$ cat src/rtl/core_pkg.sv
// rtl/core_pkg.sv - shared core constants and the 2-bit saturating counter helper
package core_pkg;

    localparam int          XLEN     = 32;
    localparam logic [31:0] RESET_PC = 32'h0000_0000;

    // Two-bit direction counter encodings
    localparam logic [1:0] SNT = 2'b00;
    localparam logic [1:0] WNT = 2'b01;
    localparam logic [1:0] WT  = 2'b10;
    localparam logic [1:0] ST  = 2'b11;

    // Move the counter one step towards taken (up=1) or not-taken, sticking at the ends
    function automatic logic [1:0] sat2(input logic [1:0] ctr, input logic up);
        logic [1:0] res;
        if (up) begin
            res = (ctr == ST) ? ST : ctr + 2'b01;
        end else begin
            res = (ctr == SNT) ? SNT : ctr - 2'b01;
        end
        return res;
    endfunction

endpackage

$ cat src/rtl/btb_array.sv
// rtl/btb_array.sv - direct-mapped BTB storage, one comb read port and one registered update port
module btb_array #(
    parameter int ADDR_W  = 32,
    parameter int ENTRIES = 16,
    parameter int IDX_W   = $clog2(ENTRIES),
    parameter int TAG_W   = ADDR_W - IDX_W - 2
) (
    input  logic              clk,
    input  logic              rst,
    // lookup port
    input  logic [IDX_W-1:0]  rd_idx,
    output logic              rd_valid,
    output logic [TAG_W-1:0]  rd_tag,
    output logic [ADDR_W-1:0] rd_target,
    output logic [1:0]        rd_ctr,
    // update port: a resolved branch, or an invalidate request from a non-branch
    input  logic              upd_branch,
    input  logic              upd_inval,
    input  logic [IDX_W-1:0]  upd_idx,
    input  logic [TAG_W-1:0]  upd_tag,
    input  logic              upd_taken,
    input  logic [ADDR_W-1:0] upd_target
);
    import core_pkg::*;

    logic [ENTRIES-1:0] valid_q;
    logic [1:0]         ctr_q    [ENTRIES];
    logic [TAG_W-1:0]   tag_q    [ENTRIES];
    logic [ADDR_W-1:0]  target_q [ENTRIES];

    logic upd_hit;

    assign rd_valid  = valid_q[rd_idx];
    assign rd_tag    = tag_q[rd_idx];
    assign rd_target = target_q[rd_idx];
    assign rd_ctr    = ctr_q[rd_idx];

    // The update side does its own tag check so the lookup port stays dedicated to fetch
    assign upd_hit = valid_q[upd_idx] && (tag_q[upd_idx] == upd_tag);

    // Valid bits and direction counters: reset, trained by resolved branches, cleared by stale aliases
    always_ff @(posedge clk or negedge rst) begin
        if (!rst) begin
            valid_q <= '0;
            for (int i = 0; i < ENTRIES; i++) begin
                ctr_q[i] <= WNT;
            end
        end else if (upd_branch) begin
            if (upd_hit) begin
                ctr_q[upd_idx] <= sat2(ctr_q[upd_idx], upd_taken);
            end else if (upd_taken) begin
                valid_q[upd_idx] <= 1'b1;
                ctr_q[upd_idx]   <= WT;
            end
        end else if (upd_inval && upd_hit) begin
            valid_q[upd_idx] <= 1'b0;
        end
    end

    // Tag and target payload: no reset needed, valid gates every use
    always_ff @(posedge clk) begin
        if (rst && upd_branch && upd_taken) begin
            if (!upd_hit) begin
                tag_q[upd_idx] <= upd_tag;
            end
            target_q[upd_idx] <= upd_target;
        end
    end

endmodule

$ cat src/rtl/branch_predictor.sv
// rtl/branch_predictor.sv - fetch PC register, BTB lookup, mispredict redirect and branch statistics
module branch_predictor #(
    parameter int              XLEN     = core_pkg::XLEN,
    parameter int              ENTRIES  = 16,
    parameter logic [XLEN-1:0] RESET_PC = core_pkg::RESET_PC,
    parameter int              CNT_W    = 16
) (
    input  logic             clk,
    input  logic             rst,
    input  logic             stall,
    output logic [XLEN-1:0]  if_pc,
    output logic             if_pred_taken,
    output logic [XLEN-1:0]  if_pred_target,
    input  logic             ex_valid,
    input  logic             ex_is_branch,
    input  logic [XLEN-1:0]  ex_pc,
    input  logic             ex_taken,
    input  logic [XLEN-1:0]  ex_target,
    input  logic             ex_pred_taken,
    input  logic [XLEN-1:0]  ex_pred_target,
    output logic             redirect,
    output logic [CNT_W-1:0] branch_cnt,
    output logic [CNT_W-1:0] mispred_cnt
);
    localparam int              IDX_W   = $clog2(ENTRIES);
    localparam int              TAG_W   = XLEN - IDX_W - 2;
    localparam logic [XLEN-1:0] PC_STEP = XLEN'(4);

    logic [XLEN-1:0]  pc_q;
    logic [XLEN-1:0]  pc_next;
    logic [XLEN-1:0]  redirect_pc;
    logic             rd_valid;
    logic [TAG_W-1:0] rd_tag;
    logic [XLEN-1:0]  rd_target;
    logic [1:0]       rd_ctr;
    logic             hit;
    logic             mispredict;
    logic             branch_upd;
    logic             alias_inval;

    btb_array #(
        .ADDR_W  (XLEN),
        .ENTRIES (ENTRIES),
        .IDX_W   (IDX_W),
        .TAG_W   (TAG_W)
    ) u_btb (
        .clk        (clk),
        .rst        (rst),
        .rd_idx     (pc_q[IDX_W+1:2]),
        .rd_valid   (rd_valid),
        .rd_tag     (rd_tag),
        .rd_target  (rd_target),
        .rd_ctr     (rd_ctr),
        .upd_branch (branch_upd),
        .upd_inval  (alias_inval),
        .upd_idx    (ex_pc[IDX_W+1:2]),
        .upd_tag    (ex_pc[XLEN-1:IDX_W+2]),
        .upd_taken  (ex_taken),
        .upd_target (ex_target)
    );

    assign if_pc = pc_q;

    // Fetch-side prediction: taken only on a tag hit with a taken-leaning counter
    always_comb begin
        hit            = rd_valid && (rd_tag == pc_q[XLEN-1:IDX_W+2]);
        if_pred_taken  = hit && rd_ctr[1];
        if_pred_target = if_pred_taken ? rd_target : pc_q + PC_STEP;
    end

    // EX-side check of the carried prediction against the resolved outcome
    always_comb begin
        mispredict  = 1'b0;
        branch_upd  = ex_valid && ex_is_branch;
        alias_inval = ex_valid && !ex_is_branch && ex_pred_taken;
        if (ex_valid) begin
            if (ex_is_branch) begin
                mispredict = (ex_taken != ex_pred_taken) ||
                             (ex_taken && (ex_target != ex_pred_target));
            end else begin
                // A non-branch predicted taken means the BTB hit on an aliased stale entry
                mispredict = ex_pred_taken;
            end
        end
        redirect    = mispredict;
        redirect_pc = ex_taken ? ex_target : ex_pc + PC_STEP;
    end

    // Next-PC select: redirect beats stall, stall beats the predicted path
    always_comb begin
        if (redirect) begin
            pc_next = redirect_pc;
        end else if (stall) begin
            pc_next = pc_q;
        end else begin
            pc_next = if_pred_target;
        end
    end

    // Fetch PC register
    always_ff @(posedge clk or negedge rst) begin
        if (!rst) begin
            pc_q <= RESET_PC;
        end else begin
            pc_q <= pc_next;
        end
    end

    // Saturating branch and mispredict statistics
    always_ff @(posedge clk or negedge rst) begin
        if (!rst) begin
            branch_cnt  <= '0;
            mispred_cnt <= '0;
        end else begin
            if (branch_upd && (branch_cnt != '1)) begin
                branch_cnt <= branch_cnt + CNT_W'(1);
            end
            if (redirect && (mispred_cnt != '1)) begin
                mispred_cnt <= mispred_cnt + CNT_W'(1);
            end
        end
    end

endmodule

$ cat config.mk
export PLATFORM = sky130hd
export DESIGN_NAME = branch_predictor
export DESIGN_NICKNAME = d
export VERILOG_FILES = /design/src/rtl/core_pkg.sv /design/src/rtl/btb_array.sv /design/src/rtl/branch_predictor.sv
export SDC_FILE = /design/constraint.sdc
export NUM_CORES = 2
export LEC_CHECK = 0
export ABC_AREA = 1
export CAP_MARGIN = 10
export CORE_ASPECT_RATIO = 0.9
export CORE_MARGIN = 2
export CORE_UTILIZATION = 30
export CTS_CLUSTER_SIZE = 10
export DETAILED_ROUTE_END_ITERATION = 10
export HOLD_SLACK_MARGIN = 0.06
export PLACE_DENSITY = 0.44
export SETUP_SLACK_MARGIN = 0.3
export SLEW_MARGIN = 20
export SYNTH_ARGS = -nofsm -noshare
export SYNTH_HDL_FRONTEND = slang
export SYNTH_SLANG_ARGS = --single-unit
$ cat constraint.sdc
create_clock -name clk -period 3.9 [get_ports clk]
set_clock_uncertainty 0.05 [all_clocks]
set_input_delay 0.585 -clock clk [delete_from_list [all_inputs] [get_ports clk]]
set_output_delay 0.585 -clock clk [all_outputs]
set_load 0.05 [all_outputs]
==> results_dict.tcl <==
set metrics [dict create \
    dieArea_mm2 0.1763 \
    ant_nets 0 \
    rr_worst_depth 23 \
    grt_max_degree 146 \
    grt_pass1_wl_um 321100 \
    finalSetupViolCount 33 \
    hold_viol 0 \
    startpoint "if_pc[2]$_DFFE_PN0P_" \
    cts.sinks 1040 \
    outcome "finished, violations left" \
    clk_latency_ps 790 \
    synthMuxAreaShare 0.0002171 \
    clock_power_share 0.340 \
    gp_congestion 1.030 \
    post-route-util 0.3908 \
    post_drt_wl_per_cell_um 26.40 \
    synthSimpleGateAreaFrac 0.2348 \
    p_sw_frac 0.3436 \
    route.detailed.drc 0 \
    reg2reg_setup_slack_ps 390 \
    synth_adder_area_share 0.001688 \
    cp_max_fo 7 \
    clk_pin_slew_ps 60 \
    synth_cell_types 51 \
    synthCells 5703 \
    intPower_mw 22.07 \
    h-tree-depth 4 \
    place_hpwl_um 150400 \
    drtIter0Drc 5324 \
    initial_core_util 0.3024 \
    endpoint "if_pred_target[28]" \
    cts-buffers-inserted 131 \
    portBuffers 200 \
    fmax_mhz 216.7 \
    yosysWarningCount 0 \
    grt_use_met2 0.3895 \
    comb_power_share 0.284 \
    min_path_type "input pin to asynchronous set/reset pin" \
    max-cap-violations 0 \
    fin_crit_ps 4615 \
    rows 144 \
    finalCritPeriodShare 1.183 \
    num-nets-final 6393 \
    end_kind "output pin" \
    syn_to_final_growth_pct 29.21 \
    worst_pin_slew_ps 853.8 \
    pwr_density_cell_mw_per_mm2 501.6 \
    async_flop_share 0.1077 \
    synth_ff_type "edfxtp_1" \
    syn_nets 5813 \
    synth_compound_area_frac 0.08266 \
    antenna_found_initial 3 \
    synthXorXnorAreaFrac 0.01638 \
    routed_wl_um 227600 \
    crit_required_ps 3260 \
    coreArea_mm2 0.1715 \
    gr-usage-met3 0.03520 \
    leakage_nw 26.93 \
    grt_overflow 0 \
    criticalPathCategory "flop to output pin" \
    avgSynthCellArea_um2 9.096 \
    drt-pass1-iter-count 6 \
    layout-drive-gt1-share 0.1699 \
    synth_seq_cells 1040 \
    rsz0062_at_grt "true" \
    track_usage 0.2530 \
    die_h_um 398.5 \
    maxSlewViolCount 0 \
    die_x_um 442.3 \
    vias 44850 \
    syn-cell-area_mm2 0.05187 \
    synth_top_family_by_area "simple AND/OR/NAND/NOR gates" \
    grt_util_met1 0.3538 \
    violations "setup timing" \
    ys_seq_area_frac 0.5916 \
    via_per_inst 5.202 \
    startpoint_type "flop" \
    cts_tree "built" \
    power_frac_seq 0.376 \
    maxSlewHeadroom 0.4290 \
    grt-busiest-layer "met2" \
    power.switching_mw 11.55 \
    reg2reg_from "if_pc[2]$_DFFE_PN0P_" \
    whs_ps 215.5 \
    ir_drop_mv 0.4046 \
    ios 201 \
    setup_ws_ps -714.7 \
    arrival_ps 3980 \
    synth_edf_count 928 \
    first_global_vias 42670 \
    r2r-end "if_pc[2]$_DFFE_PN0P_" \
    cts_buffer_depth 3 \
    root_buffer "clkbuf_16" \
]
critical path: stages, from the launching register on:
cell and delay [ps]:
dfrtp_4 520, buf_12 170, buf_16 170, buf_16 160, buf_8 140, nand2_1 60
o211ai_1 100, nand3_2 110, nand3_4 110, nand3_4 140, nand2_1 70, nor2_1 100
nand4_1 270, nor2_2 250, buf_6 140, nand2_8 80, buf_6 160, nand2_4 60
and2_4 180, buf_8 150
how the worst min path moves through the flow:
stage / startpoint / end / slack (ps)
2_1_floorplan: rst / asynchronous set/reset pin / 240
3_5_place_dp: u_btb.ctr_q[18]$_DFFE_PN1P_ / u_btb.ctr_q[18]$_DFFE_PN1P_ / 410
3_3_place_gp: u_btb.ctr_q[2]$_DFFE_PN1P_ / u_btb.ctr_q[2]$_DFFE_PN1P_ / 410
4_1_cts: rst / branch_cnt[4]$_DFFE_PN0P_ / 180
5_1_grt: rst / branch_cnt[4]$_DFFE_PN0P_ / 220
6_report: rst / branch_cnt[4]$_DFFE_PN0P_ / 220
kinds of logic (layout without fill, tap and decap cells):
| family | Yosys count | after routing |
|---|---|---|
| mux | 1 | 1 |
| compound gates | 736 | 736 |
| fa+ha+maj | 7 | 7 |
| simple gates | 2952 | 2952 |
| flops | 1040 | 1040 |
| buf+inv | 870 | 1525 |
| xor+xnor | 97 | 97 |
| other cells | 0 | 1 |
what timing repair did:
action                     4_1_cts  5_1_grt
buffers inserted                38        7
gates resized for setup        302       52
hold endpoints to repair        30        0
gates cloned                    29        1
setup endpoints to repair       50       42
hold buffers                     1        0
pin swaps                       51       34
state kept, by name, summed over array words and instances, names as in the netlist, named ones only:
name and flops:
u_btb.target_q 512, u_btb.tag_q 416, if_pc 32, u_btb.ctr_q 32, branch_cnt 16, mispred_cnt 16
synthesized netlist by cell type, drive strengths merged (16+ instances only):
cell type | n | share of area
nand2 | 1642 | 0.12
edfxtp | 928 | 0.54
nor2 | 670 | 0.050
inv | 551 | 0.040
nand3 | 526 | 0.052
o21ai | 434 | 0.042
buf | 176 | 0.022
clkbuf | 141 | 0.010
o211ai | 98 | 0.014
dfrtp | 96 | 0.046
o22ai | 96 | 0.012
xor2 | 77 | 0.013
nand4 | 44 | 0.0053
nor3 | 39 | 0.0039
o221ai | 39 | 0.0066
a21oi | 33 | 0.0032
xnor2 | 20 | 0.0034
dfstp | 16 | 0.0081
routing by layer:
metal | vias up | part of all wire | wire length, um
li1 | 20310 | - | -
met1 | 22220 | 0.44 | 100800
met2 | 1919 | 0.44 | 100600
met3 | 408 | 0.066 | 15090
met4 | 0 | 0.049 | 11070
met5 | - | 0 | 0
stage by stage:
step | power (mW) | setup slack (ps) | setup TNS, ps | std cells | area, um2
5_1_grt | 34.75 | -815.1 | -25050 | 8621 | 67030
2_1_floorplan | 17.09 | -342.3 | -17800 | 5703 | 51930
4_1_cts | 33.66 | -688.9 | -20920 | 8613 | 66780
6_report | 33.62 | -714.7 | -21780 | 8622 | 67030
3_5_place_dp | 21.17 | -373.1 | -7506 | 8337 | 60630
3_3_place_gp | 21.19 | -406.3 | -16270 | 8337 | 60630
power by group through the flow:
stage               clock, mW  sequential [mW]  combinational (mW)
finish                   11.4             12.6                9.56
global route             12.0             12.6                10.1
CTS                      11.6             12.6                9.38
detailed placement          0             12.9                8.32
global placement            0             12.9                8.34
floorplan                   0             13.1                3.94
final cells by class:
type	count	area, um2
Tap cell	2263	2831
Clock inverter	34	379.1
Inverter	553	2133
Antenna cell	1	2.502
Timing Repair inverter	1	30.03
Sequential cell	1040	30700
Multi-Input combinational cell	3793	18540
Fill cell	17150	104500
Clock buffer	174	3491
Timing Repair Buffer	763	8922
cells in the final DEF, fill, tap and decap left out, types with 33 or more instances in the layout:
cell type / Yosys / routed
o21ai_0: 373 / 368
buf_12: 0 / 140
nand3_2: 13 / 50
o211ai_1: 98 / 98
nand2_4: 2 / 40
nand2_2: 5 / 65
nor2_4: 6 / 42
nand3_1: 512 / 468
edfxtp_1: 928 / 928
buf_16: 0 / 33
nor2_1: 649 / 598
o221ai_1: 39 / 39
nor3_1: 38 / 36
buf_4: 23 / 385
clkbuf_1: 141 / 39
clkdlybuf4s50_1: 0 / 161
clkbuf_16: 0 / 133
dfrtp_1: 96 / 93
o22ai_1: 96 / 96
nand2_1: 1635 / 1536
o21ai_1: 61 / 60
inv_1: 540 / 517
nand4_1: 44 / 44
xor2_1: 77 / 76
Power figures use the tool's default switching activity.
